### src/rtl/uart_demux_pkg.sv
// ---------------------------------------------------------------------------
// uart_demux_pkg
// Shared UART game-link protocol definitions. The transmit mux and the receive
// demux both import this package.
//   - Word layout : {tag[3:0], payload[11:0]}, high byte sent first
//   - Tags        : MATCH_CTRL, PL1_POSX, PL1_POSY, BALL_POSX, BALL_POSY
//   - Match-control payload bit positions
// No ports (package).
// ---------------------------------------------------------------------------
package uart_demux_pkg;

  localparam int unsigned BYTE_W    = 8;
  localparam int unsigned TAG_W     = 4;
  localparam int unsigned PAYLOAD_W = 12;
  localparam int unsigned POS_W     = 12;
  localparam int unsigned SCORE_W   = 4;

  // Word tags
  localparam logic [TAG_W-1:0] MATCH_CTRL = 4'h0;
  localparam logic [TAG_W-1:0] PL1_POSX   = 4'h3;
  localparam logic [TAG_W-1:0] PL1_POSY   = 4'h4;
  localparam logic [TAG_W-1:0] BALL_POSX  = 4'h5;
  localparam logic [TAG_W-1:0] BALL_POSY  = 4'h6;

  // Match-control payload bit positions (payload[11] is reserved)
  localparam int unsigned MC_PL1_SCORE_LSB = 0;
  localparam int unsigned MC_PL2_SCORE_LSB = 4;
  localparam int unsigned MC_FLAG_POINT    = 8;
  localparam int unsigned MC_END_GAME      = 9;
  localparam int unsigned MC_WHISTLE       = 10;

  typedef struct packed {
    logic [TAG_W-1:0]     tag;
    logic [PAYLOAD_W-1:0] payload;
  } word_t;

  typedef struct packed {
    logic               whistle;
    logic               end_game;
    logic               flag_point;
    logic [SCORE_W-1:0] pl2_score;
    logic [SCORE_W-1:0] pl1_score;
  } match_t;

  typedef enum logic {
    WAIT_HI = 1'b0,
    WAIT_LO = 1'b1
  } asm_state_e;

endpackage

### src/rtl/uart_8to16.sv
// ---------------------------------------------------------------------------
// uart_8to16
// Byte-pair assembler: joins two received bytes (high first) into a 16-bit
// word, with an inter-byte timeout that drops a stranded high byte.
// Ports:
//   clk          in   system clock, rising edge
//   rst          in   synchronous active-high reset
//   rx_done_i    in   one-cycle strobe, rx_data_i valid
//   rx_data_i    in   received byte
//   word_o       out  last assembled word (held)
//   word_valid_o out  one-cycle strobe, word_o freshly updated
//   sync_err_o   out  one-cycle strobe on inter-byte timeout
// Parameter TIMEOUT_CYCLES (>= 1): idle cycles allowed between the two bytes.
// ---------------------------------------------------------------------------
module uart_8to16
  import uart_demux_pkg::*;
#(
  parameter int unsigned TIMEOUT_CYCLES = 100000
) (
  input  logic              clk,
  input  logic              rst,
  input  logic              rx_done_i,
  input  logic [BYTE_W-1:0] rx_data_i,
  output word_t             word_o,
  output logic              word_valid_o,
  output logic              sync_err_o
);

  localparam int unsigned      CNT_W    = $clog2(TIMEOUT_CYCLES + 1);
  localparam logic [CNT_W-1:0] CNT_LAST = CNT_W'(TIMEOUT_CYCLES - 1);
  localparam logic [CNT_W-1:0] CNT_MAX  = '1;

  asm_state_e        state_q, state_d;
  logic [BYTE_W-1:0] hi_q, hi_d;
  logic [CNT_W-1:0]  cnt_q, cnt_d;
  word_t             word_q, word_d;
  logic              word_valid_q, word_valid_d;
  logic              sync_err_q, sync_err_d;

  // State register
  always_ff @(posedge clk) begin
    if (rst) begin
      state_q      <= WAIT_HI;
      hi_q         <= '0;
      cnt_q        <= '0;
      word_q       <= '0;
      word_valid_q <= 1'b0;
      sync_err_q   <= 1'b0;
    end else begin
      state_q      <= state_d;
      hi_q         <= hi_d;
      cnt_q        <= cnt_d;
      word_q       <= word_d;
      word_valid_q <= word_valid_d;
      sync_err_q   <= sync_err_d;
    end
  end

  // Next state; a low byte arriving on the expiry cycle wins over the timeout
  always_comb begin
    state_d      = state_q;
    hi_d         = hi_q;
    cnt_d        = cnt_q;
    word_d       = word_q;
    word_valid_d = 1'b0;
    sync_err_d   = 1'b0;
    unique case (state_q)
      WAIT_HI: begin
        if (rx_done_i) begin
          hi_d    = rx_data_i;
          cnt_d   = '0;
          state_d = WAIT_LO;
        end
      end
      WAIT_LO: begin
        if (rx_done_i) begin
          word_d       = word_t'({hi_q, rx_data_i});
          word_valid_d = 1'b1;
          state_d      = WAIT_HI;
        end else if (cnt_q >= CNT_LAST) begin
          hi_d       = '0;
          sync_err_d = 1'b1;
          state_d    = WAIT_HI;
        end else if (cnt_q != CNT_MAX) begin
          cnt_d = cnt_q + CNT_W'(1);
        end
      end
      default: state_d = WAIT_HI;
    endcase
  end

  assign word_o       = word_q;
  assign word_valid_o = word_valid_q;
  assign sync_err_o   = sync_err_q;

endmodule

### src/rtl/uart_demux.sv
// ---------------------------------------------------------------------------
// uart_demux
// Receive-side demux for the game link: assembles byte pairs into tagged
// words (uart_8to16) and decodes them into registered game-state outputs.
// Ports:
//   clk, rst                       clock / synchronous active-high reset
//   rx_done, rx_data               received byte strobe and data
//   pl1_posx, pl1_posy             player-1 position (12b each)
//   ball_posx, ball_posy           ball position (12b each)
//   pl1_score, pl2_score           scores (4b each)
//   flag_point, end_game, whistle  match-control levels
//   word_valid                     one-cycle strobe per assembled word
//   sync_err                       one-cycle strobe on inter-byte timeout
// Macro UART_DEMUX_ATOMIC_EN: when defined, MATCH_CTRL/PL1_POSX/PL1_POSY/
// BALL_POSX go to shadow registers and a BALL_POSY word commits the whole
// frame at once. Undefined: every tag updates its outputs directly.
// ---------------------------------------------------------------------------
module uart_demux
  import uart_demux_pkg::*;
#(
  parameter int unsigned TIMEOUT_CYCLES = 100000
) (
  input  logic               clk,
  input  logic               rst,
  input  logic               rx_done,
  input  logic [BYTE_W-1:0]  rx_data,
  output logic [POS_W-1:0]   pl1_posx,
  output logic [POS_W-1:0]   pl1_posy,
  output logic [POS_W-1:0]   ball_posx,
  output logic [POS_W-1:0]   ball_posy,
  output logic [SCORE_W-1:0] pl1_score,
  output logic [SCORE_W-1:0] pl2_score,
  output logic               flag_point,
  output logic               end_game,
  output logic               whistle,
  output logic               word_valid,
  output logic               sync_err
);

  word_t word;

  uart_8to16 #(
    .TIMEOUT_CYCLES(TIMEOUT_CYCLES)
  ) u_asm (
    .clk          (clk),
    .rst          (rst),
    .rx_done_i    (rx_done),
    .rx_data_i    (rx_data),
    .word_o       (word),
    .word_valid_o (word_valid),
    .sync_err_o   (sync_err)
  );

  logic [POS_W-1:0] pl1_posx_q, pl1_posx_d;
  logic [POS_W-1:0] pl1_posy_q, pl1_posy_d;
  logic [POS_W-1:0] ball_posx_q, ball_posx_d;
  logic [POS_W-1:0] ball_posy_q, ball_posy_d;
  match_t           mc_q, mc_d;
  match_t           mc_word;

  // Match-control fields carried by the current word's payload
  always_comb begin
    mc_word            = '0;
    mc_word.pl1_score  = word.payload[MC_PL1_SCORE_LSB +: SCORE_W];
    mc_word.pl2_score  = word.payload[MC_PL2_SCORE_LSB +: SCORE_W];
    mc_word.flag_point = word.payload[MC_FLAG_POINT];
    mc_word.end_game   = word.payload[MC_END_GAME];
    mc_word.whistle    = word.payload[MC_WHISTLE];
  end

`ifdef UART_DEMUX_ATOMIC_EN
  logic [POS_W-1:0] sh_pl1_posx_q, sh_pl1_posx_d;
  logic [POS_W-1:0] sh_pl1_posy_q, sh_pl1_posy_d;
  logic [POS_W-1:0] sh_ball_posx_q, sh_ball_posx_d;
  match_t           sh_mc_q, sh_mc_d;

  // Shadow registers
  always_ff @(posedge clk) begin
    if (rst) begin
      sh_pl1_posx_q  <= '0;
      sh_pl1_posy_q  <= '0;
      sh_ball_posx_q <= '0;
      sh_mc_q        <= '0;
    end else begin
      sh_pl1_posx_q  <= sh_pl1_posx_d;
      sh_pl1_posy_q  <= sh_pl1_posy_d;
      sh_ball_posx_q <= sh_ball_posx_d;
      sh_mc_q        <= sh_mc_d;
    end
  end

  // Decode: stage into shadows, BALL_POSY closes the frame and commits all
  always_comb begin
    pl1_posx_d     = pl1_posx_q;
    pl1_posy_d     = pl1_posy_q;
    ball_posx_d    = ball_posx_q;
    ball_posy_d    = ball_posy_q;
    mc_d           = mc_q;
    sh_pl1_posx_d  = sh_pl1_posx_q;
    sh_pl1_posy_d  = sh_pl1_posy_q;
    sh_ball_posx_d = sh_ball_posx_q;
    sh_mc_d        = sh_mc_q;
    if (word_valid) begin
      unique case (word.tag)
        MATCH_CTRL: sh_mc_d        = mc_word;
        PL1_POSX:   sh_pl1_posx_d  = word.payload;
        PL1_POSY:   sh_pl1_posy_d  = word.payload;
        BALL_POSX:  sh_ball_posx_d = word.payload;
        BALL_POSY: begin
          pl1_posx_d  = sh_pl1_posx_q;
          pl1_posy_d  = sh_pl1_posy_q;
          ball_posx_d = sh_ball_posx_q;
          mc_d        = sh_mc_q;
          ball_posy_d = word.payload;
        end
        default: ;
      endcase
    end
  end
`else
  // Decode: each recognised tag updates its own outputs directly
  always_comb begin
    pl1_posx_d  = pl1_posx_q;
    pl1_posy_d  = pl1_posy_q;
    ball_posx_d = ball_posx_q;
    ball_posy_d = ball_posy_q;
    mc_d        = mc_q;
    if (word_valid) begin
      unique case (word.tag)
        MATCH_CTRL: mc_d        = mc_word;
        PL1_POSX:   pl1_posx_d  = word.payload;
        PL1_POSY:   pl1_posy_d  = word.payload;
        BALL_POSX:  ball_posx_d = word.payload;
        BALL_POSY:  ball_posy_d = word.payload;
        default: ;
      endcase
    end
  end
`endif

  // Decoded output registers
  always_ff @(posedge clk) begin
    if (rst) begin
      pl1_posx_q  <= '0;
      pl1_posy_q  <= '0;
      ball_posx_q <= '0;
      ball_posy_q <= '0;
      mc_q        <= '0;
    end else begin
      pl1_posx_q  <= pl1_posx_d;
      pl1_posy_q  <= pl1_posy_d;
      ball_posx_q <= ball_posx_d;
      ball_posy_q <= ball_posy_d;
      mc_q        <= mc_d;
    end
  end

  assign pl1_posx   = pl1_posx_q;
  assign pl1_posy   = pl1_posy_q;
  assign ball_posx  = ball_posx_q;
  assign ball_posy  = ball_posy_q;
  assign pl1_score  = mc_q.pl1_score;
  assign pl2_score  = mc_q.pl2_score;
  assign flag_point = mc_q.flag_point;
  assign end_game   = mc_q.end_game;
  assign whistle    = mc_q.whistle;

endmodule

### config.mk
export PLATFORM = sky130hd
export DESIGN_NAME = uart_demux
export DESIGN_NICKNAME = d
export VERILOG_FILES = /design/src/rtl/uart_demux_pkg.sv /design/src/rtl/uart_8to16.sv /design/src/rtl/uart_demux.sv
export SDC_FILE = /design/constraint.sdc
export NUM_CORES = 1
export LEC_CHECK = 0
export CELL_PAD_IN_SITES_DETAIL_PLACEMENT = 1
export CELL_PAD_IN_SITES_GLOBAL_PLACEMENT = 1
export CORE_ASPECT_RATIO = 1.1
export CORE_UTILIZATION = 28
export DETAILED_ROUTE_END_ITERATION = 10
export GPL_TIMING_DRIVEN = 0
export PLACE_DENSITY = 0.67
export SYNTH_ARGS = -nofsm -noshare
export SYNTH_HDL_FRONTEND = slang
export SYNTH_SLANG_ARGS = --single-unit
### constraint.sdc
create_clock -name clk -period 6.71 [get_ports clk]
set_input_delay 0.671 -clock clk [delete_from_list [all_inputs] [get_ports clk]]
set_output_delay 0.671 -clock clk [all_outputs]
set_load 0.01 [all_outputs]
* Word-level counts from Yosys, hierarchy flattened
Index checks and enable logic that the tools add are counted.
Storage, ports and cells: register bits 103, latch bits 0, bits in writable memories 0, memory bits (read-only) 0, output and inout port bits 61, logic and storage cells 54, memories kept 0
Cells by class: add/subtract/negate cells 1, multiply operators 0, div/mod/pow operators 0, order comparisons 1, equality and inequality tests 10, shift operators 0, multiplexer cells 14, bitwise logic cells 1, reduce and logical (&&, ||, !) cells 11
Operators by type and width (number):
- 2-to-1 mux 17 bit | 4
- one-hot mux 17 bit (2 select lines) | 1
- 2-to-1 mux 8 bit | 3
- adder 17 x 1 -> 17 bit, second input constant | 1
- greater-or-equal comparator 17 bit, second input constant | 1
- inequality test 17 bit, second input constant | 1
- one-hot mux 8 bit (2 select lines) | 1
- equality test 4 x 3 -> 1 bit, second input constant | 3
- AND reduction 2 bit | 6
- inequality test 2 bit, second input constant | 5
- equality test 4 x 2 -> 1 bit, second input constant | 1
- zero test 4 bit | 1
- 2-to-1 mux 1 bit | 4
- AND reduction 4 bit | 1
- AND reduction 3 bit | 1
- OR reduction 3 bit | 1
- one-hot mux 1 bit (2 select lines) | 1
- OR reduction 2 bit | 1
- NOT 1 bit | 1

* Longest topological paths before layout
Gate-level depths: netlist of the first run.
depth after elaboration 5, gate-level depth with buffers 12, gate-level depth less buffers 11

* By module
From an unflattened synthesis of the first run, not the netlist that was laid out.
Unflattened totals: cell total of the unflattened synthesis 426, area total of the unflattened synthesis 4385.5 µm²
Modules (own cells, without submodules):
- uart_demux | times used 1, cells an instance 211, area an instance 2382.3 µm², seq. area each 1181.1 µm²
- uart_8to16 | times used 1, cells an instance 215, area an instance 2003.2 µm², seq. area each 880.8 µm²

* Worst setup path before layout of the first run
No wires, ideal clock.
path kind flip-flop to flip-flop, from register u_asm.cnt_q[0], to register u_asm.cnt_q[15], data arrival time 2.251 ns, required time 6.596 ns, path slack 4.345 ns, cell stages (with the launch flop) 13, buffers on the path 2, period minus slack after synthesis 2.365 ns, cells stage by stage dfxtp_1 > ha_1 > nand3_1 > nor3_1 > nand3_1 > nor2_1 > ha_1 > inv_1 > o2111ai_1 > buf_2 > buf_2 > o31ai_2 > a21o_1
Between the ends: cells in the longest elaborated chain, start to end 5, elaborated cells between the ends (all ways) 10
Ends and longest elaborated chain:
- start: declaration | RTL line uart_8to16.sv:35 | logic [CNT_W-1:0] cnt_q, cnt_d;
- start signal: assignment | RTL line uart_8to16.sv:52 | cnt_q <= cnt_d;
- adder 17 x 1 -> 17 bit | RTL line uart_8to16.sv:85 | cnt_d = cnt_q + CNT_W'(1);
- 2-to-1 mux 17 bit | RTL line uart_8to16.sv:84 | end else if (cnt_q != CNT_MAX) begin
- 2-to-1 mux 17 bit | RTL line uart_8to16.sv:80 | end else if (cnt_q >= CNT_LAST) begin
- 2-to-1 mux 17 bit | RTL line uart_8to16.sv:76 | if (rx_done_i) begin
- one-hot mux 17 bit (2 select lines) | RTL line uart_8to16.sv:67 | unique case (state_q)
Parallel ways exist; a longest one is shown, timed or not. The select of a mux whose other input is x is not followed. A chain may end at the register's enable or synchronous reset.

* Final worst setup path of the first run
Ends and elaborated chain as after synthesis.

==> metrics.txt, run 1 <==
# TYPE chip_impl_metric gauge
chip_impl_metric{name="synth-seq-area-share",unit="%"} 51.21
chip_impl_info{name="run_status",value="complete, no violations"} 1
chip_impl_metric{name="post_layout_nonfiller_instances",unit=""} 693
chip_impl_metric{name="worst_path_arrival",unit="ns"} 3.44
chip_impl_metric{name="synth-edff-count",unit=""} 0
chip_impl_metric{name="clkSlewWorstSetupHoldPaths",unit="ns"} 0.07
chip_impl_metric{name="inserted_diodes",unit=""} 0
chip_impl_metric{name="boundaryPins",unit=""} 72
chip_impl_info{name="yosys-top-cells-count",value="103 x sky130_fd_sc_hd__dfxtp_1, 70 x sky130_fd_sc_hd__nor2_1, 63 x sky130_fd_sc_hd__mux2i_1"} 1
chip_impl_metric{name="cts.sinks",unit=""} 103
chip_impl_metric{name="drt_drc_violations_left",unit=""} 0
chip_impl_metric{name="chipWidth",unit="um"} 116.3
chip_impl_metric{name="grt_usage",unit="%"} 16.95
chip_impl_info{name="postSynth.topFlopCell",value="sky130_fd_sc_hd__dfxtp_1"} 1
chip_impl_metric{name="worstMarginPinSlew",unit="ns"} 1.275
chip_impl_metric{name="timing.setup.tns",unit="ns"} 0
chip_impl_metric{name="shortest_period_the_worst_path_allows",unit="ns"} 3.194
chip_impl_metric{name="number_of_iterations_in_the_first_detailed_routing_pass",unit=""} 4
chip_impl_metric{name="synth-xor-area-share",unit="%"} 0
chip_impl_info{name="timing_worst_setup_path_type",value="reg2reg"} 1
chip_impl_info{name="root_buffer",value="sky130_fd_sc_hd__clkbuf_16"} 1
chip_impl_metric{name="yosys.area_share.adder",unit="%"} 1.243
chip_impl_metric{name="critPathMaxFanout",unit=""} 10
chip_impl_metric{name="grt_pass1_wl",unit="um"} 19170
chip_impl_metric{name="wl_per_cell",unit="um"} 16.70
chip_impl_info{name="worst_hold_path_type",value="reg2reg"} 1
chip_impl_info{name="synth_top_family_by_area",value="simple AND/OR/NAND/NOR gates"} 1
chip_impl_metric{name="clock_latency",unit="ns"} 0.35
chip_impl_metric{name="die_y",unit="um"} 127.8
chip_impl_metric{name="wp_data_required",unit="ns"} 6.96
chip_impl_metric{name="timing.final.setup_violations",unit=""} 0
chip_impl_metric{name="synth.yosys.warnings",unit=""} 0
chip_impl_metric{name="fmax",unit="GHz"} 0.3131
chip_impl_info{name="critical-path-top-delay-family",value="simple AND/OR/NAND/NOR gates"} 1
chip_impl_metric{name="fillerInstances",unit=""} 1611
chip_impl_metric{name="floorplan.die_area",unit="um^2"} 14860
chip_impl_info{name="unrepaired_setup_endpoints_after_global_routing",value="no"} 1
chip_impl_metric{name="syn_area",unit="um^2"} 4026
chip_impl_metric{name="synth.top_cell.area_share",unit="%"} 51.21
chip_impl_metric{name="rows",unit=""} 45
chip_impl_metric{name="initial_utilization",unit="%"} 28.95
chip_impl_metric{name="postSynthCellCount",unit=""} 418
chip_impl_metric{name="gpl.final_weighted_congestion",unit=""} 0.8814
chip_impl_metric{name="cellLeakagePower",unit="nW"} 1.860
chip_impl_metric{name="grt-ovfl-total",unit=""} 0
chip_impl_metric{name="io_buffer_count",unit=""} 71
chip_impl_info{name="cts_tree",value="built"} 1
chip_impl_metric{name="initialDrtViolationCount",unit=""} 85
chip_impl_metric{name="cp_slowest_stage_delay",unit="ns"} 0.54
chip_impl_info{name="crit_slowest_cell",value="sky130_fd_sc_hd__nor3_1"} 1
chip_impl_metric{name="slew_headroom",unit="%"} 14.21
chip_impl_metric{name="fraction_of_final_layout_cells_sized_beyond_drive_strength_1",unit="%"} 5.545
chip_impl_info{name="worst_setup_path_end_kind",value="flop"} 1
chip_impl_metric{name="placed_cells",unit=""} 677
chip_impl_metric{name="place.detailed.hpwl",unit="um"} 8552
chip_impl_info{name="yosys.area.top_type",value="sky130_fd_sc_hd__dfxtp_1"} 1
chip_impl_info{name="synth_most_common_cell",value="sky130_fd_sc_hd__dfxtp_1"} 1
chip_impl_metric{name="finalMaxSlewViolations",unit=""} 0
chip_impl_metric{name="fp.coreArea",unit="um^2"} 13910
chip_impl_metric{name="syn-num-nets",unit=""} 433
chip_impl_metric{name="final_core_area_utilization",unit="%"} 37.90
chip_impl_metric{name="fin_crit_sh",unit="%"} 47.60
chip_impl_metric{name="numCtsBuffers",unit=""} 9
chip_impl_metric{name="power_per_cell_area",unit="nW/um^2"} 233.6
chip_impl_metric{name="worstPathBufferInverterCount",unit=""} 3
chip_impl_metric{name="ant_nets",unit=""} 0
chip_impl_metric{name="yosysUniqueCellTypes",unit=""} 45
chip_impl_metric{name="grt_pass1_vias",unit=""} 3667
chip_impl_metric{name="post_synth.cell_area_avg",unit="um^2"} 9.632
chip_impl_metric{name="cts-htree-levels",unit=""} 3
chip_impl_metric{name="area_growth",unit="%"} 30.92
chip_impl_metric{name="via_count",unit=""} 3355
chip_impl_info{name="synth_area_leaders",value="sky130_fd_sc_hd__dfxtp_1 51%, sky130_fd_sc_hd__mux2i_1 16%, sky130_fd_sc_hd__nor2_1 6.5%"} 1
chip_impl_metric{name="cts_buffer_depth",unit=""} 2
chip_impl_metric{name="fin_worst_skew",unit="ns"} 0.007936
chip_impl_metric{name="synth_compound_area_share",unit="%"} 9.820
chip_impl_metric{name="vias_per_cell",unit=""} 4.841
chip_impl_metric{name="ys_seq_elements",unit=""} 103
chip_impl_metric{name="cap_violations",unit=""} 0
chip_impl_metric{name="muxShareOfSynthArea",unit="%"} 15.94
chip_impl_metric{name="postRouteWirelength",unit="um"} 11570
chip_impl_metric{name="cts_post_setup_buffers_inserted",unit=""} 0
chip_impl_metric{name="hold_viol",unit=""} 0
chip_impl_info{name="timing.critical_path.from_type",value="flop"} 1
chip_impl_metric{name="cts_hold_repair.buffers",unit=""} 0
chip_impl_metric{name="ir_worst_vdd",unit="mV"} 0.1545
chip_impl_metric{name="async_flop_share",unit="%"} 0
chip_impl_metric{name="cts_repair_resize_count",unit=""} 0
chip_impl_info{name="timing.critical_path.cells",value="ha_1 -> nand3_1 -> nor3_1 -> nand3_1 -> nor2_1 -> ha_1 -> inv_1 -> o2111ai_1 -> buf_2 -> buf_2 -> o31ai_2 -> a21o_1"} 1
chip_impl_metric{name="grt_antenna_before_repair",unit=""} 0
chip_impl_metric{name="pin_count_of_the_biggest_net_entering_global_routing",unit=""} 18
chip_impl_metric{name="simple_logic_cell_fraction_of_the_synthesized_area",unit="%"} 18.89
chip_impl_metric{name="final_nets",unit=""} 515
[per-stage QoR]
step | setup slack (ns) | hold WS [ns] | total power, mW | area [um^2]
final | 3.516 | 0.4539 | 1.231 | 5271
after global routing | 3.227 | 0.4893 | 1.270 | 5271
after CTS | 3.570 | 0.4562 | 1.244 | 5271
after detailed placement | 3.575 | 0.4470 | 0.7084 | 4972
after global placement | 3.641 | 0.4493 | 0.7065 | 4972
after floorplan | 4.345 | 0.4491 | 0.6795 | 4026
[cell type report]
| class | count | area (um^2) | share of cell area (%) |
|---|---|---|---|
| inverter | 8 | 30.03 | 0.5697 |
| multi-input combinational | 286 | 1848 | 35.06 |
| tap | 188 | 235.2 | 4.462 |
| clock buffer | 10 | 229.0 | 4.344 |
| sequential | 103 | 2062 | 39.12 |
| buffer | 21 | 86.33 | 1.638 |
| timing repair buffer | 71 | 710.7 | 13.48 |
| clock inverter | 6 | 70.07 | 1.329 |
[cell families (layout without fill, tap and decap cells)]
family / after synthesis / in the layout
buf+inv: 29 / 116
mux: 64 / 64
compound gates: 57 / 57
fa+ha+maj: 4 / 4
flops: 103 / 103
simple gates: 161 / 161
[layout by cell type, fill, tap and decap left out, types with 3 or more instances in the layout]
cell / n
sky130_fd_sc_hd__dfxtp_1: 103
sky130_fd_sc_hd__clkdlybuf4s50_1: 71
sky130_fd_sc_hd__nor2_1: 70
sky130_fd_sc_hd__mux2i_1: 63
sky130_fd_sc_hd__nand2_1: 39
sky130_fd_sc_hd__a21oi_1: 17
sky130_fd_sc_hd__clkbuf_1: 13
sky130_fd_sc_hd__clkbuf_16: 9
sky130_fd_sc_hd__inv_1: 8
sky130_fd_sc_hd__nand3_1: 8
sky130_fd_sc_hd__a22o_1: 8
sky130_fd_sc_hd__nor4_1: 7
sky130_fd_sc_hd__o21ai_0: 7
sky130_fd_sc_hd__buf_2: 6
sky130_fd_sc_hd__and3_1: 5
sky130_fd_sc_hd__nand2b_1: 5
sky130_fd_sc_hd__nand4_1: 4
sky130_fd_sc_hd__o2111ai_1: 4
sky130_fd_sc_hd__o211ai_1: 4
sky130_fd_sc_hd__ha_1: 4
sky130_fd_sc_hd__buf_1: 3
sky130_fd_sc_hd__nor3b_1: 3
sky130_fd_sc_hd__or3_1: 3
sky130_fd_sc_hd__a211o_1: 3
sky130_fd_sc_hd__o41ai_1: 3
sky130_fd_sc_hd__clkinv_4: 3
[report_power, final]
group          switching, mW  internal, mW
logic                 0.0408        0.0233
clock network          0.245         0.292
registers             0.0106         0.619
[final timing paths]
path	slack [ns]	to	cells after the start	start
worst min-delay path	0.45	pl1_posy[4]	2	pl1_posy[4]
worst max-delay path	3.52	u_asm.cnt_q[15]	12	u_asm.cnt_q[0]
worst max register to register	3.52	u_asm.cnt_q[15]	12	u_asm.cnt_q[0]
worst min register to register	0.45	pl1_posy[4]	2	pl1_posy[4]
[flip-flops by register name, summed over array words and instances, names as in the netlist]
register            cells
pl1_posx               12
ball_posy              12
u_asm.word_valid_o      1
u_asm.word_o           16
u_asm.state_q           1
whistle                 1
u_asm.cnt_q            17
pl1_posy               12
end_game                1
u_asm.hi_q              8
pl1_score               4
flag_point              1
ball_posx              12
pl2_score               4
u_asm.sync_err_o        1
[layer usage]
| metal | vias to the layer above | part of all wire (%) | track usage, % |
|---|---|---|---|
| met5 | - | 0 | 0 |
| met4 | 0 | 2.1 | 7.919 |
| met3 | 16 | 4.8 | 4.397 |
| met2 | 60 | 51 | 29.41 |
| met1 | 1645 | 42 | 19.17 |
| li1 | 1634 | - | - |
[worst reg2reg max path, stage by stage (launching register included)]
cell and delay (ns):
sky130_fd_sc_hd__dfxtp_1 0.42, sky130_fd_sc_hd__ha_1 0.20, sky130_fd_sc_hd__nand3_1 0.26, sky130_fd_sc_hd__nor3_1 0.55
sky130_fd_sc_hd__nand3_1 0.21, sky130_fd_sc_hd__nor2_1 0.18, sky130_fd_sc_hd__ha_1 0.21, sky130_fd_sc_hd__inv_1 0.06
sky130_fd_sc_hd__o2111ai_1 0.16, sky130_fd_sc_hd__buf_2 0.29, sky130_fd_sc_hd__buf_2 0.29, sky130_fd_sc_hd__o31ai_2 0.11
sky130_fd_sc_hd__a21o_1 0.15
(Power assumes the default switching activity.)
==> run 2: changes to the inputs <==
==> constraint.sdc (replaced) <==
create_clock -name clk -period 3.03 [get_ports clk]
set_input_delay 0.303 -clock clk [delete_from_list [all_inputs] [get_ports clk]]
set_output_delay 0.303 -clock clk [all_outputs]
set_load 0.01 [all_outputs]
==> run 2 against run 1 <==
Die area unchanged; via count shrank 0.24%; clock skew is 0.0016 ns higher; sequential power increased by 120%; core utilization rose by 0.15 points; global-route usage is the same; clock power up 120%; critical path depth stayed put; design area rose by 0.40%.
==> metrics.txt, run 2 (synthesized netlist as in run 1, its figures left out) <==
# TYPE chip_impl_metric gauge
chip_impl_info{name="run_status",value="complete, no violations"} 1
chip_impl_metric{name="ant_nets",unit=""} 0
chip_impl_info{name="timing.critical_path.from_type",value="flop"} 1
chip_impl_metric{name="numCtsBuffers",unit=""} 9
chip_impl_metric{name="fin_crit_sh",unit="%"} 92.36
chip_impl_metric{name="rows",unit=""} 45
chip_impl_metric{name="post_layout_nonfiller_instances",unit=""} 693
chip_impl_metric{name="grt_pass1_wl",unit="um"} 19170
chip_impl_info{name="worst_hold_path_type",value="reg2reg"} 1
chip_impl_metric{name="grt_usage",unit="%"} 16.95
chip_impl_metric{name="cellLeakagePower",unit="nW"} 1.878
chip_impl_metric{name="place.detailed.hpwl",unit="um"} 8552
chip_impl_metric{name="fraction_of_final_layout_cells_sized_beyond_drive_strength_1",unit="%"} 5.941
chip_impl_metric{name="cts.sinks",unit=""} 103
chip_impl_metric{name="postRouteWirelength",unit="um"} 11610
chip_impl_metric{name="final_core_area_utilization",unit="%"} 38.06
chip_impl_metric{name="worst_path_arrival",unit="ns"} 3.04
chip_impl_metric{name="pin_count_of_the_biggest_net_entering_global_routing",unit=""} 18
chip_impl_metric{name="grt_antenna_before_repair",unit=""} 0
chip_impl_metric{name="via_count",unit=""} 3347
chip_impl_metric{name="drt_drc_violations_left",unit=""} 0
chip_impl_metric{name="chipWidth",unit="um"} 116.3
chip_impl_info{name="unrepaired_setup_endpoints_after_global_routing",value="no"} 1
chip_impl_metric{name="fmax",unit="GHz"} 0.3573
chip_impl_metric{name="vias_per_cell",unit=""} 4.830
chip_impl_metric{name="final_nets",unit=""} 515
chip_impl_metric{name="fp.coreArea",unit="um^2"} 13910
chip_impl_metric{name="cts_buffer_depth",unit=""} 2
chip_impl_metric{name="timing.final.setup_violations",unit=""} 0
chip_impl_metric{name="critPathMaxFanout",unit=""} 10
chip_impl_metric{name="worstMarginPinSlew",unit="ns"} 1.265
chip_impl_metric{name="boundaryPins",unit=""} 72
chip_impl_metric{name="initial_utilization",unit="%"} 28.95
chip_impl_metric{name="gpl.final_weighted_congestion",unit=""} 0.8814
chip_impl_metric{name="fin_worst_skew",unit="ns"} 0.009529
chip_impl_metric{name="number_of_iterations_in_the_first_detailed_routing_pass",unit=""} 4
chip_impl_metric{name="ir_worst_vdd",unit="mV"} 0.3422
chip_impl_metric{name="slew_headroom",unit="%"} 14.88
chip_impl_metric{name="io_buffer_count",unit=""} 71
chip_impl_metric{name="die_y",unit="um"} 127.8
chip_impl_info{name="layout.cells.most_common_list",value="103 x sky130_fd_sc_hd__dfxtp_1, 71 x sky130_fd_sc_hd__clkdlybuf4s50_1, 70 x sky130_fd_sc_hd__nor2_1"} 1
chip_impl_metric{name="finalMaxSlewViolations",unit=""} 0
chip_impl_metric{name="wp_data_required",unit="ns"} 3.28
chip_impl_metric{name="clkSlewWorstSetupHoldPaths",unit="ns"} 0.07
chip_impl_metric{name="shortest_period_the_worst_path_allows",unit="ns"} 2.799
chip_impl_metric{name="inserted_diodes",unit=""} 0
chip_impl_metric{name="grt_pass1_vias",unit=""} 3667
chip_impl_metric{name="power_per_cell_area",unit="nW/um^2"} 515.4
chip_impl_metric{name="cts-htree-levels",unit=""} 3
chip_impl_metric{name="cts_hold_repair.buffers",unit=""} 0
chip_impl_info{name="timing_worst_setup_path_type",value="reg2reg"} 1
chip_impl_metric{name="floorplan.die_area",unit="um^2"} 14860
chip_impl_info{name="root_buffer",value="sky130_fd_sc_hd__clkbuf_16"} 1
chip_impl_info{name="worst_setup_path_end_kind",value="flop"} 1
chip_impl_metric{name="cap_violations",unit=""} 0
chip_impl_metric{name="largest_register_ffs",unit=""} 17
chip_impl_info{name="final_common_cell",value="sky130_fd_sc_hd__dfxtp_1"} 1
chip_impl_metric{name="placed_cells",unit=""} 677
chip_impl_metric{name="clock_latency",unit="ns"} 0.35
chip_impl_metric{name="grt-ovfl-total",unit=""} 0
chip_impl_metric{name="area_growth",unit="%"} 31.45
chip_impl_metric{name="initialDrtViolationCount",unit=""} 83
chip_impl_metric{name="hold_viol",unit=""} 0
chip_impl_metric{name="wl_per_cell",unit="um"} 16.75
chip_impl_info{name="cts_tree",value="built"} 1
chip_impl_info{name="largest-register",value="u_asm.cnt_q"} 1
run 2: final cells by class:
class / count / area [um^2]
fillers: 1608 / 8615
flip-flops and latches: 103 / 2062
repair buffers: 71 / 710.7
well taps: 188 / 235.2
multi-input cells: 286 / 1864
clock inverters: 6 / 70.07
clock buffers: 10 / 229.0
inverters: 8 / 30.03
plain buffers: 21 / 91.34
run 2: worst paths after layout:
kind / end / start / slack [ns] / depth (start not counted)
max: u_asm.cnt_q[15] / u_asm.cnt_q[0] / 0.23 / 12
min: pl1_posy[4] / pl1_posy[4] / 0.45 / 2
max reg2reg: u_asm.cnt_q[15] / u_asm.cnt_q[0] / 0.23 / 12
min reg2reg: pl1_posy[4] / pl1_posy[4] / 0.45 / 2
run 2: timing repair:
action                     CTS  global route
setup endpoints to repair   10            15
pin swaps                    0             0
buffers inserted             0             0
gates resized for setup      1             4
cloned                       0             0
hold endpoints to repair     0             0
run 2: critical path: stages, from the launching register on:
cell and delay, ns:
sky130_fd_sc_hd__dfxtp_1 0.42, sky130_fd_sc_hd__ha_1 0.22, sky130_fd_sc_hd__nand3_2 0.21, sky130_fd_sc_hd__nor3_4 0.30
sky130_fd_sc_hd__nand3_1 0.16, sky130_fd_sc_hd__nor2_1 0.17, sky130_fd_sc_hd__ha_1 0.21, sky130_fd_sc_hd__inv_1 0.07
sky130_fd_sc_hd__o2111ai_1 0.16, sky130_fd_sc_hd__clkbuf_4 0.28, sky130_fd_sc_hd__clkbuf_4 0.24, sky130_fd_sc_hd__o31ai_2 0.09
sky130_fd_sc_hd__a21o_1 0.15
run 2: stage by stage:
step | total power, mW | hold slack [ns] | setup TNS, ns | instance area [um^2] | setup slack, ns
after detailed placement | 1.569 | 0.4470 | -0.4369 | 4972 | -0.1052
final | 2.728 | 0.4539 | 0 | 5293 | 0.2314
after CTS | 2.755 | 0.4562 | 0 | 5276 | 0.04446
after floorplan | 1.505 | 0.4287 | 0 | 4026 | 0.6652
after global routing | 2.814 | 0.4893 | 0 | 5293 | 0.009712
after global placement | 1.565 | 0.4493 | -0.03861 | 4972 | -0.03861
run 2: where the power goes:
group          total [mW]  switching [mW]  internal (mW)
logic               0.143          0.0902         0.0532
registers            1.39          0.0235           1.37
clock network        1.19           0.542          0.648
run 2: routing by layer:
| layer | vias to the layer above | routed length, um | share of wire (%) | GRT usage (%) |
|---|---|---|---|---|
| met1 | 1640 | 4920 | 42 | 19.17 |
| met2 | 59 | 5968 | 51 | 29.41 |
| met3 | 15 | 495 | 4.3 | 4.397 |
| li1 | 1633 | - | - | - |
| met5 | - | 0 | 0 | 0 |
| met4 | 0 | 220 | 1.9 | 7.919 |
==> run 3: changes to the inputs <==
--- a/config.mk
+++ b/config.mk
@@ -11,6 +11,7 @@
 export CORE_UTILIZATION = 28
 export DETAILED_ROUTE_END_ITERATION = 10
 export GPL_TIMING_DRIVEN = 0
+export MAX_ROUTING_LAYER = met4
 export PLACE_DENSITY = 0.67
 export SYNTH_ARGS = -nofsm -noshare
 export SYNTH_HDL_FRONTEND = slang
==> run 3 against run 2 <==
Cell count is the same; power fell by 1.8%; clock skew up 0.0029 ns; non-clock buffer count stayed put; critical path depth did not move; critical endpoint unchanged.
==> metrics.txt, run 3 (synthesized netlist as in run 1, its figures left out) <==
# TYPE chip_impl_metric gauge
chip_impl_info{name="run_status",value="complete, no violations"} 1
chip_impl_metric{name="chipWidth",unit="um"} 116.3
chip_impl_metric{name="inserted_diodes",unit=""} 0
chip_impl_metric{name="setup_slack_after_placement",unit="ns"} -0.1250
chip_impl_metric{name="critPathMaxFanout",unit=""} 10
chip_impl_metric{name="cts_buffer_depth",unit=""} 2
chip_impl_metric{name="floorplan.die_area",unit="um^2"} 14860
chip_impl_metric{name="shortest_period_the_worst_path_allows",unit="ns"} 2.799
chip_impl_info{name="timing_worst_setup_path_type",value="reg2reg"} 1
chip_impl_metric{name="grt_pass1_vias",unit=""} 3570
chip_impl_info{name="worst_setup_path_endpoint",value="u_asm.cnt_q[15]"} 1
chip_impl_metric{name="layout.cell_area.non_filler",unit="um^2"} 5286
chip_impl_metric{name="slew_headroom",unit="%"} 39.97
chip_impl_metric{name="timing.final.setup_violations",unit=""} 0
chip_impl_metric{name="boundaryPins",unit=""} 72
chip_impl_metric{name="timing.reg2reg.worst_path_depth",unit=""} 12
chip_impl_metric{name="drt_drc_violations_left",unit=""} 0
chip_impl_info{name="worst_hold_path_type",value="reg2reg"} 1
chip_impl_metric{name="fp.coreArea",unit="um^2"} 13910
chip_impl_info{name="timing.critical_path.from_type",value="flop"} 1
chip_impl_info{name="most_used_routing_layer",value="met2"} 1
chip_impl_metric{name="global_route.usage.met3",unit="%"} 3.735
chip_impl_metric{name="worst_path_arrival",unit="ns"} 3.05
chip_impl_metric{name="ant_nets",unit=""} 0
chip_impl_info{name="final_common_cell",value="sky130_fd_sc_hd__dfxtp_1"} 1
chip_impl_metric{name="clkSlewWorstSetupHoldPaths",unit="ns"} 0.07
chip_impl_info{name="root_buffer",value="sky130_fd_sc_hd__clkbuf_16"} 1
chip_impl_metric{name="number_of_iterations_in_the_first_detailed_routing_pass",unit=""} 4
chip_impl_info{name="worst_r2r_startpoint",value="u_asm.cnt_q[0]"} 1
chip_impl_metric{name="fraction_of_final_layout_cells_sized_beyond_drive_strength_1",unit="%"} 6.337
chip_impl_info{name="worst_setup_path_end_kind",value="flop"} 1
chip_impl_metric{name="worstMarginPinSlew",unit="ns"} 0.9004
chip_impl_metric{name="area_growth",unit="%"} 31.29
chip_impl_metric{name="cap_violations",unit=""} 0
chip_impl_metric{name="hold_viol",unit=""} 0
chip_impl_metric{name="io_buffer_count",unit=""} 71
chip_impl_metric{name="die_y",unit="um"} 127.8
chip_impl_metric{name="grt-ovfl-total",unit=""} 0
chip_impl_metric{name="initial_utilization",unit="%"} 28.95
chip_impl_metric{name="place.detailed.hpwl",unit="um"} 8505
chip_impl_metric{name="clock_latency",unit="ns"} 0.35
chip_impl_metric{name="fin_crit_sh",unit="%"} 92.37
chip_impl_info{name="largest-register",value="u_asm.cnt_q"} 1
chip_impl_metric{name="cellLeakagePower",unit="nW"} 1.868
chip_impl_metric{name="fin_worst_skew",unit="ns"} 0.01242
chip_impl_metric{name="postRouteWirelength",unit="um"} 11520
chip_impl_metric{name="rows",unit=""} 45
chip_impl_metric{name="cts-htree-levels",unit=""} 3
chip_impl_metric{name="numCtsBuffers",unit=""} 9
chip_impl_metric{name="initialDrtViolationCount",unit=""} 93
chip_impl_metric{name="groute.layer.met1.usage",unit="%"} 19.21
chip_impl_info{name="cts_tree",value="built"} 1
chip_impl_info{name="regToRegEndpoint",value="u_asm.cnt_q[15]"} 1
chip_impl_metric{name="grt_antenna_before_repair",unit=""} 0
chip_impl_metric{name="power_per_cell_area",unit="nW/um^2"} 506.6
chip_impl_metric{name="final.hold.worst_slack",unit="ns"} 0.4609
chip_impl_metric{name="pin_count_of_the_biggest_net_entering_global_routing",unit=""} 20
chip_impl_metric{name="finalMaxSlewViolations",unit=""} 0
chip_impl_metric{name="placed_instance_area",unit="um^2"} 4972
chip_impl_metric{name="cts.sinks",unit=""} 103
chip_impl_metric{name="vias_per_cell",unit=""} 4.834
chip_impl_metric{name="fillerInstances",unit=""} 1621
chip_impl_metric{name="setup_slack",unit="ns"} 0.2313
chip_impl_metric{name="via_count",unit=""} 3350
chip_impl_metric{name="gpl.final_weighted_congestion",unit=""} 0.8454
chip_impl_metric{name="met2_use_gr",unit="%"} 29.17
chip_impl_metric{name="ir_worst_vdd",unit="mV"} 0.2735
chip_impl_metric{name="wp_data_required",unit="ns"} 3.28
chip_impl_metric{name="final_nets",unit=""} 515
chip_impl_metric{name="post-layout-total-power",unit="mW"} 2.678
chip_impl_metric{name="wl_per_cell",unit="um"} 16.63
chip_impl_metric{name="largest_register_ffs",unit=""} 17
chip_impl_info{name="launch_point_of_the_worst_path",value="u_asm.cnt_q[0]"} 1
chip_impl_metric{name="grt_usage",unit="%"} 16.94
chip_impl_metric{name="setup_slack_on_the_worst_flop_to_flop_path",unit="ns"} 0.23
chip_impl_info{name="layout.cells.most_common_list",value="103 x sky130_fd_sc_hd__dfxtp_1, 71 x sky130_fd_sc_hd__clkdlybuf4s50_1, 70 x sky130_fd_sc_hd__nor2_1"} 1
chip_impl_metric{name="cts_hold_repair.buffers",unit=""} 0
chip_impl_metric{name="grt_pass1_wl",unit="um"} 18600
chip_impl_metric{name="fmax",unit="GHz"} 0.3573
run 3: cell types whose count changed in the layout (fill, tap and decap cells not counted), sizes merged:
cell	delta
clkbuf	-2
bufinv	-1
inv	+3
buf	+1
clkinv	-3
clkinvlp	+2
run 3: worst min path at each step:
| stage | startpoint | endpoint | slack, ns | cells after the start |
|---|---|---|---|---|
| floorplan | rx_data[0] | u_asm.hi_q[0] | 0.43 | 1 |
| global placement | pl1_posy[1] | pl1_posy[1] | 0.45 | 2 |
| detailed placement | pl1_posy[2] | pl1_posy[2] | 0.46 | 2 |
| CTS | pl1_posy[2] | pl1_posy[2] | 0.47 | 2 |
| global route | pl1_posy[7] | pl1_posy[7] | 0.49 | 2 |
| finish | pl1_posy[4] | pl1_posy[4] | 0.46 | 2 |
run 3: area by class of cell:
cell class / instances / area (um^2) / share of cell area [%]
well taps: 188 / 235.2 / 4.450
flip-flops and latches: 103 / 2062 / 39.01
repair buffers: 71 / 710.7 / 13.44
inverters: 8 / 30.03 / 0.5680
plain buffers: 21 / 88.84 / 1.680
multi-input cells: 286 / 1871 / 35.38
clock buffers: 9 / 225.2 / 4.260
clock inverters: 7 / 63.81 / 1.207
run 3: through the flow:
stage | utilization (%) | cells | TNS (ns)
6_report | 38.01 | 693 | 0
5_1_grt | 38.01 | 693 | -0.009284
4_1_cts | 37.87 | 693 | 0
3_5_place_dp | 35.75 | 677 | -0.6319
3_3_place_gp | 35.75 | 677 | -0.2266
2_1_floorplan | - | 418 | 0
run 3: critical path, stage by stage (launching register included):
cell and delay, ns:
sky130_fd_sc_hd__dfxtp_1 0.42, sky130_fd_sc_hd__ha_1 0.23, sky130_fd_sc_hd__nand3_2 0.21, sky130_fd_sc_hd__nor3_4 0.26, sky130_fd_sc_hd__nand3_1 0.15, sky130_fd_sc_hd__nor2_1 0.18
sky130_fd_sc_hd__ha_1 0.22, sky130_fd_sc_hd__inv_1 0.07, sky130_fd_sc_hd__o2111ai_1 0.15, sky130_fd_sc_hd__clkbuf_4 0.28, sky130_fd_sc_hd__buf_2 0.26, sky130_fd_sc_hd__o31ai_2 0.10
sky130_fd_sc_hd__a21o_1 0.15
run 3: repair_timing:
action	4_1_cts	5_1_grt
endpoints found under the hold margin	0	0
pin swaps	0	1
buffers inserted	0	0
endpoints found under the setup margin	10	15
cloned	0	0
resized for setup	1	3
run 3: metal layers:
layer / share of wire (%) / vias up
met5: 0 / -
met4: 1.6 / 0
met3: 3.4 / 13
met2: 51 / 59
met1: 44 / 1641
li1: - / 1637
run 3: report_power, final:
group,leakage (nW),total [mW],switching (mW),internal (mW)
registers,0.832,1.39,0.0235,1.37
logic,0.900,0.144,0.0909,0.0527
clock network,0.136,1.14,0.563,0.577
total,1.87,2.68,0.677,2.00
